**src/rtl/mem_port_arbiter_if.sv**
```systemverilog
// Bus bundle between the fetch/data requesters, the arbiter and the shared
// single-port SRAM. The arbiter uses the slave modport; requesters and SRAM use master.
interface mem_port_arbiter_if #(
    parameter int AW = 11,
    parameter int DW = 32
);
    logic          i_req;
    logic [AW-1:0] i_addr;
    logic          i_gnt;
    logic          i_valid;
    logic [DW-1:0] i_rdata;

    logic          d_req;
    logic          d_we;
    logic [AW-1:0] d_addr;
    logic [DW-1:0] d_wdata;
    logic          d_gnt;
    logic          d_valid;
    logic [DW-1:0] d_rdata;

    logic [AW-1:0] m_addr;
    logic [DW-1:0] m_din;
    logic [DW-1:0] m_dout;
    logic          m_oen;
    logic          m_wen;

    logic          stall_if;

    modport slave (
        input  i_req, i_addr, d_req, d_we, d_addr, d_wdata, m_dout,
        output i_gnt, i_valid, i_rdata, d_gnt, d_valid, d_rdata,
               m_addr, m_din, m_oen, m_wen, stall_if
    );

    modport master (
        output i_req, i_addr, d_req, d_we, d_addr, d_wdata, m_dout,
        input  i_gnt, i_valid, i_rdata, d_gnt, d_valid, d_rdata,
               m_addr, m_din, m_oen, m_wen, stall_if
    );
endinterface

```
**src/rtl/mem_port_arbiter.sv**
```systemverilog
// Two-port (fetch / data) arbiter onto one single-port SRAM, one-cycle read latency.
// Define ARB_FAIRNESS_EN to bound consecutive data grants while a fetch waits.
module mem_port_arbiter #(
    parameter int AW         = 11,
    parameter int DW         = 32,
    parameter int STREAK_MAX = 4
) (
    input  logic                clk,
    input  logic                rst,
    mem_port_arbiter_if.slave   bus
);

    localparam logic [1:0] OWN_NONE = 2'b00;
    localparam logic [1:0] OWN_I    = 2'b01;
    localparam logic [1:0] OWN_D    = 2'b10;

    logic [1:0] r_owner;
    logic       r_d_wr;
    logic       w_i_gnt;
    logic       w_d_gnt;
    logic       w_fair_i;
    logic       w_i_valid;
    logic       w_d_valid;

`ifdef ARB_FAIRNESS_EN
    localparam int SW = (STREAK_MAX < 1) ? 1 : $clog2(STREAK_MAX + 1);
    localparam logic [SW-1:0] STREAK_TOP = SW'(STREAK_MAX);

    logic [SW-1:0] r_streak;

    assign w_fair_i = (r_streak == STREAK_TOP);

    // Streak of data grants taken while a fetch was waiting; saturates at the limit
    always_ff @(posedge clk) begin
        if (rst) begin
            r_streak <= {SW{1'b0}};
        end else if (w_i_gnt || !bus.i_req) begin
            r_streak <= {SW{1'b0}};
        end else if (w_d_gnt && (r_streak != STREAK_TOP)) begin
            r_streak <= r_streak + {{(SW-1){1'b0}}, 1'b1};
        end else begin
            r_streak <= r_streak;
        end
    end
`else
    assign w_fair_i = 1'b0;
`endif

    // Same-cycle grant decision: data wins unless the fetch has waited out its streak
    always_comb begin
        w_i_gnt = 1'b0;
        w_d_gnt = 1'b0;
        if (rst) begin
            w_i_gnt = 1'b0;
            w_d_gnt = 1'b0;
        end else if (bus.d_req && !(bus.i_req && w_fair_i)) begin
            w_d_gnt = 1'b1;
        end else if (bus.i_req) begin
            w_i_gnt = 1'b1;
        end else begin
            w_i_gnt = 1'b0;
            w_d_gnt = 1'b0;
        end
    end

    // SRAM command follows the winning grant; idle bus is parked at zero
    always_comb begin
        bus.m_addr = {AW{1'b0}};
        bus.m_din  = {DW{1'b0}};
        bus.m_oen  = 1'b1;
        bus.m_wen  = 1'b1;
        case ({w_i_gnt, w_d_gnt})
            2'b10: begin
                bus.m_addr = bus.i_addr;
                bus.m_oen  = 1'b0;
            end
            2'b01: begin
                bus.m_addr = bus.d_addr;
                if (bus.d_we) begin
                    bus.m_din = bus.d_wdata;
                    bus.m_wen = 1'b0;
                end else begin
                    bus.m_oen = 1'b0;
                end
            end
            default: begin
                bus.m_addr = {AW{1'b0}};
                bus.m_din  = {DW{1'b0}};
                bus.m_oen  = 1'b1;
                bus.m_wen  = 1'b1;
            end
        endcase
    end

    // Remember who owns next cycle's SRAM response, and whether it was a write
    always_ff @(posedge clk) begin
        if (rst) begin
            r_owner <= OWN_NONE;
            r_d_wr  <= 1'b0;
        end else if (w_i_gnt) begin
            r_owner <= OWN_I;
            r_d_wr  <= 1'b0;
        end else if (w_d_gnt) begin
            r_owner <= OWN_D;
            r_d_wr  <= bus.d_we;
        end else begin
            r_owner <= OWN_NONE;
            r_d_wr  <= 1'b0;
        end
    end

    // Reset masks a response already in flight so it is dropped, not delivered late
    always_comb begin
        w_i_valid = 1'b0;
        w_d_valid = 1'b0;
        if (rst) begin
            w_i_valid = 1'b0;
            w_d_valid = 1'b0;
        end else begin
            w_i_valid = (r_owner == OWN_I);
            w_d_valid = (r_owner == OWN_D);
        end
    end

    assign bus.i_gnt    = w_i_gnt;
    assign bus.d_gnt    = w_d_gnt;
    assign bus.i_valid  = w_i_valid;
    assign bus.d_valid  = w_d_valid;
    assign bus.i_rdata  = w_i_valid ? bus.m_dout : {DW{1'b0}};
    assign bus.d_rdata  = (w_d_valid && !r_d_wr) ? bus.m_dout : {DW{1'b0}};
    assign bus.stall_if = bus.i_req && !w_i_gnt && !rst;

endmodule

```
**src/flat_wrapper.sv**
```systemverilog
// flat-port wrapper written by rule: the top's interface ports become plain ports
module mem_port_arbiter_flat 
#(
    parameter int AW         = 11,
    parameter int DW         = 32,
    parameter int STREAK_MAX = 4
)
  (clk, rst, bus_i_req, bus_i_addr, bus_d_req, bus_d_we, bus_d_addr, bus_d_wdata, bus_m_dout, bus_i_gnt, bus_i_valid, bus_i_rdata, bus_d_gnt, bus_d_valid, bus_d_rdata, bus_m_addr, bus_m_din, bus_m_oen, bus_m_wen, bus_stall_if);
  mem_port_arbiter_if #(.AW(AW), .DW(DW)) bus_i ();
  input  logic clk;
  input  logic rst;
  input wire logic [$bits(bus_i.i_req)-1:0] bus_i_req;
  input wire logic [$bits(bus_i.i_addr)-1:0] bus_i_addr;
  input wire logic [$bits(bus_i.d_req)-1:0] bus_d_req;
  input wire logic [$bits(bus_i.d_we)-1:0] bus_d_we;
  input wire logic [$bits(bus_i.d_addr)-1:0] bus_d_addr;
  input wire logic [$bits(bus_i.d_wdata)-1:0] bus_d_wdata;
  input wire logic [$bits(bus_i.m_dout)-1:0] bus_m_dout;
  output wire logic [$bits(bus_i.i_gnt)-1:0] bus_i_gnt;
  output wire logic [$bits(bus_i.i_valid)-1:0] bus_i_valid;
  output wire logic [$bits(bus_i.i_rdata)-1:0] bus_i_rdata;
  output wire logic [$bits(bus_i.d_gnt)-1:0] bus_d_gnt;
  output wire logic [$bits(bus_i.d_valid)-1:0] bus_d_valid;
  output wire logic [$bits(bus_i.d_rdata)-1:0] bus_d_rdata;
  output wire logic [$bits(bus_i.m_addr)-1:0] bus_m_addr;
  output wire logic [$bits(bus_i.m_din)-1:0] bus_m_din;
  output wire logic [$bits(bus_i.m_oen)-1:0] bus_m_oen;
  output wire logic [$bits(bus_i.m_wen)-1:0] bus_m_wen;
  output wire logic [$bits(bus_i.stall_if)-1:0] bus_stall_if;
  assign bus_i.i_req = bus_i_req;
  assign bus_i.i_addr = bus_i_addr;
  assign bus_i.d_req = bus_d_req;
  assign bus_i.d_we = bus_d_we;
  assign bus_i.d_addr = bus_d_addr;
  assign bus_i.d_wdata = bus_d_wdata;
  assign bus_i.m_dout = bus_m_dout;
  assign bus_i_gnt = bus_i.i_gnt;
  assign bus_i_valid = bus_i.i_valid;
  assign bus_i_rdata = bus_i.i_rdata;
  assign bus_d_gnt = bus_i.d_gnt;
  assign bus_d_valid = bus_i.d_valid;
  assign bus_d_rdata = bus_i.d_rdata;
  assign bus_m_addr = bus_i.m_addr;
  assign bus_m_din = bus_i.m_din;
  assign bus_m_oen = bus_i.m_oen;
  assign bus_m_wen = bus_i.m_wen;
  assign bus_stall_if = bus_i.stall_if;
  mem_port_arbiter #(.AW(AW), .DW(DW), .STREAK_MAX(STREAK_MAX)) u_core (.clk(clk), .rst(rst), .bus(bus_i));
endmodule
```
**config.mk**
```make
export PLATFORM = sky130hd
export DESIGN_NAME = mem_port_arbiter_flat
export DESIGN_NICKNAME = d
export VERILOG_FILES = /design/src/rtl/mem_port_arbiter_if.sv /design/src/rtl/mem_port_arbiter.sv /design/src/flat_wrapper.sv
export SDC_FILE = /design/constraint.sdc
export NUM_CORES = 1
export LEC_CHECK = 0
export BUFFER_PORTS_ARGS = -buffer_cell sky130_fd_sc_hd__buf_2
export CORE_AREA = 2 2 79 81
export DETAILED_ROUTE_END_ITERATION = 7
export DIE_AREA = 0 0 81 83
export SYNTH_ARGS = -nofsm -noshare
export SYNTH_HDL_FRONTEND = slang
export SYNTH_SLANG_ARGS = --single-unit
```
**constraint.sdc**
```tcl
create_clock -name clk -period 2.7 [get_ports clk]
set_input_delay 0.27 -clock clk [delete_from_list [all_inputs] [get_ports clk]]
set_output_delay 0.27 -clock clk [all_outputs]
set_load 0.03 [all_outputs]
```
== Word-level counts from Yosys, hierarchy flattened ==
Cells that the tools add are included.

* Eq/ne operators: 4
* Mux-type cells: 18
* Bitwise logic cells: 1
* Reduce and logical (&&, ||, !) cells: 8

{| class="wikitable"
|+ Operator list
! operator !! count
|-
| 32-bit two-way mux || 4
|-
| 11-bit one-hot mux with 2 select lines || 1
|-
| 1-bit two-way mux || 11
|-
| 2-bit by 1-bit equality test with 1-bit output (second input constant) || 2
|-
| 2-bit equality test (second input constant) || 2
|-
| 1-bit logical AND || 3
|-
| 1-bit zero test || 3
|-
| 3-bit OR reduction || 1
|-
| 2-bit two-way mux || 1
|-
| 1-bit one-hot mux with 2 select lines || 1
|-
| 2-bit OR reduction || 1
|-
| 1-bit NOT || 1
|}

* Bits in registers: 3
* Word-level logic and storage cells: 34

== Logic depth before layout (Yosys ltp) ==
* Depth after elaboration: 6
* Mapped depth: 7
* Mapped depth without buffers: 5

== Worst setup path after synthesis ==
No wires, ideal clock.

* Path type: input to output
* Start: input port bus_d_req
* End: output port bus_m_oen
* Arrival time: 2435 ps
* Required time: 2430 ps
* Slack: -5 ps
* Stages on the path: 6
* Buffers on the path: 2
* Cells stage by stage: nor3b_1 -> inv_1 -> ha_1 -> buf_2 -> clkbuf_1 -> o21ai_0

* Cells in the longest elaborated chain, start to end: 4

{| class="wikitable"
|+ RTL lines
! item !! line !! RTL
|-
| start: declaration || flat_wrapper.sv:14 || <nowiki>input wire logic [$bits(bus_i.d_req)-1:0] bus_d_req;</nowiki>
|-
| 1-bit two-way mux || mem_port_arbiter.sv:56 || <nowiki>end else if (bus.d_req && !(bus.i_req && w_fair_i)) begin</nowiki>
|-
| 1-bit two-way mux || mem_port_arbiter.sv:53 || <nowiki>if (rst) begin</nowiki>
|-
| 2-bit by 1-bit equality test with 1-bit output or 2-bit equality test (tied branches) || mem_port_arbiter.sv:72 || <nowiki>case ({w_i_gnt, w_d_gnt})</nowiki>
|-
| 1-bit one-hot mux with 2 select lines (*) || mem_port_arbiter.sv:72 ||
|-
| end: declaration || flat_wrapper.sv:27 || <nowiki>output wire logic [$bits(bus_i.m_oen)-1:0] bus_m_oen;</nowiki>
|}

Every way passes the cells marked *; elsewhere a longest branch is shown, timed or not.

== Worst setup path after layout ==
* Start: input port rst
* End: output port bus_m_addr[9]

* Cells in the longest elaborated chain, start to end: 3

{| class="wikitable"
|+ RTL lines
! item !! line !! RTL
|-
| start: declaration || flat_wrapper.sv:11 || <nowiki>input logic rst;</nowiki>
|-
| 1-bit two-way mux || mem_port_arbiter.sv:53 ||
|-
| 2-bit by 1-bit equality test with 1-bit output or 2-bit equality test (tied branches) || mem_port_arbiter.sv:72 ||
|-
| 11-bit one-hot mux with 2 select lines (*) || mem_port_arbiter.sv:72 ||
|-
| end: declaration || flat_wrapper.sv:25 || <nowiki>output wire logic [$bits(bus_i.m_addr)-1:0] bus_m_addr;</nowiki>
|}

Marks and branches as above.

==> flow_metrics.tcl <==
set metrics [dict create \
    clk_path_buf_depth 2 \
    syn_inst 152 \
    synthesis.nets 245 \
    holdPathEnd "u_core.r_owner[0]" \
    top_usage_layer "met2" \
    crit_fanout 12 \
    grt_pass1_wl_um 7380 \
    grt_use_met1 0.130 \
    finalSetupTns_ns 0 \
    avgSynthCellArea_um2 6.68 \
    ys_ff_latch 3 \
    cts_sinks 3 \
    power.density_nw_per_um2 207 \
    grt_use_met2 0.276 \
    fmax_ghz 0.521 \
    post-route-period-util 0.711 \
    relSlewSlack 0.704 \
    cts_resized 0 \
    leakagePower_uw 0.00151 \
    antenna_found_initial 0 \
    track_usage 0.134 \
    holdPathStages 2 \
    critPathCaptureType "output port" \
    vias 1751 \
    hold_violations 0 \
    fp-row-count 28 \
    path_cells "buf_2 > and2b_2 > inv_1 > ha_1 > a22oi_1 > nor2_1 > buf_2" \
    grt_overflow 0 \
    dieWidth_um 81 \
    drive_above_1_share 0.680 \
    maxCapViolations 0 \
    start_util 0.175 \
    die_y_um 83 \
    yosysWarnings 0 \
    drc_errors 0 \
    dp.cells 418 \
    slew_viol_final 0 \
    cts_tree "yes" \
    drtAntennaViolNets 0 \
    root_buffer "clkbuf_8" \
    die_area_um2 6720 \
    drt_iter0_drc 41 \
    critPathArrivalTime_ns 1.65 \
    wl_um 4940 \
    core-area_um2 5820 \
    ys_seq_area_frac 0.0591 \
    cp_common_cell "buf_2" \
    path_buf_inv 3 \
    syn_area_um2 1020 \
    final_cell_mix "buf_2 (204), and2_1 (45), and3_1 (32)" \
    path_class "input port to output port" \
    crit_required_ns 2.43 \
    mostFrequentLayoutCell "buf_2" \
    pin_count 205 \
    ys_types 17 \
    gp_congestion 0.709 \
    dr.pass1.iters 4 \
    hpwl_um 4340 \
    worst_pin_slew_ns 0.444 \
    portBuffers 204 \
    grt_setup_unrepaired "no" \
    run_status "complete, no violations" \
    grtUsageMet3 0.0293 \
    hold_class "input port to flip-flop" \
    grt_pass1_vias 1626 \
    critical_path.top_delay_family "buffers and inverters" \
    setup_viol 0 \
    cts_hold_buffers 0 \
    final.min_clock_period_ns 1.92 \
    syn_to_final_growth_pct 110 \
    post_cts_buffers 0 \
    wl_per_cell_um 11.7 \
    grt_max_degree 46 \
    crit_slowest_cell "ha_1" \
    hold_start "bus_d_req" \
    cts_made_buffers 3 \
    clkSlewWorstSetupHoldPaths_ns 0.03 \
    nets 441 \
    ir_drop_uv 116 \
    diodes 0 \
    avgViaCountPerCell 4.15 \
    critPathLaunchType "input port" \
    critPathMaxStageDelay_ns 0.41 \
    fin_cells 422 \
    cts-htree-levels 1 \
]
[through the flow]
step | total power, uW | utilization | setup slack (ns) | cell area (um2) | hold WS (ns)
after global routing | 475 | 0.367 | 0.615 | 2130 | 0.277
after CTS | 446 | 0.367 | 0.774 | 2130 | 0.271
after detailed placement | 313 | 0.359 | 0.786 | 2090 | 0.494
after global placement | 309 | 0.359 | 0.820 | 2090 | 0.493
final | 441 | 0.367 | 0.781 | 2130 | 0.272
after floorplan | 198 | - | 0.364 | 1020 | 0.345
[routing by layer]
| metal | wire, um | up-vias |
|---|---|---|
| met4 | 0 | 0 |
| met5 | 0 | - |
| met3 | 577 | 0 |
| met1 | 1800 | 736 |
| li1 | - | 891 |
| met2 | 2570 | 124 |
[layout make-up]
| type | count | area, um2 |
|---|---|---|
| flip-flops and latches | 3 | 60.1 |
| well taps | 75 | 93.8 |
| multi-input cells | 131 | 885 |
| clock buffers | 4 | 45.0 |
| repair buffers | 207 | 1040 |
| fillers | 665 | 3680 |
| inverters | 2 | 7.51 |
[cells in the mapped netlist]
cell	number	area, um2
and2_1	45	282
and3_1	32	200
and2_2	21	158
a22oi_1	11	82.6
nor2_1	11	41.3
clkbuf_1	9	33.8
clkbuf_2	5	25.0
dfxtp_1	3	60.1
nor3b_1	3	22.5
and2b_2	2	17.5
buf_2	2	10.0
ha_1	2	25.0
inv_1	2	7.51
nand2_1	1	3.75
nor3b_4	1	18.8
nor4b_4	1	23.8
o21ai_0	1	5.00
[state kept, by name, summed over array words and instances (netlist names)]
register,flops
u_core.r_d_wr,1
u_core.r_owner,2
[power by group]
part	internal, uW	switching (uW)
registers	46.7	2.05
logic	104	158
clock network	101	29.7
total	251	190
[logic make-up after synthesis]
kind of cell / after synthesis / share of synthesized area
flip-flops: 3 / 0.0591
AND/OR/NAND/NOR: 117 / 0.755
buffers and inverters: 18 / 0.0751
adder cells (fa/ha/maj): 2 / 0.0246
AO/OA/AOI/OAI: 12 / 0.0862
[worst max path at each step]
stage	cells after the start	endpoint	from	slack, ns
after floorplan	6	bus_m_oen	bus_d_req	0.36
after global placement	7	bus_m_addr[1]	rst	0.82
after detailed placement	7	bus_m_addr[1]	rst	0.79
after CTS	7	bus_m_addr[1]	rst	0.77
after global routing	7	bus_m_addr[10]	rst	0.61
final	7	bus_m_addr[9]	rst	0.78
No activity file was read; power rests on OpenSTA's default activity.
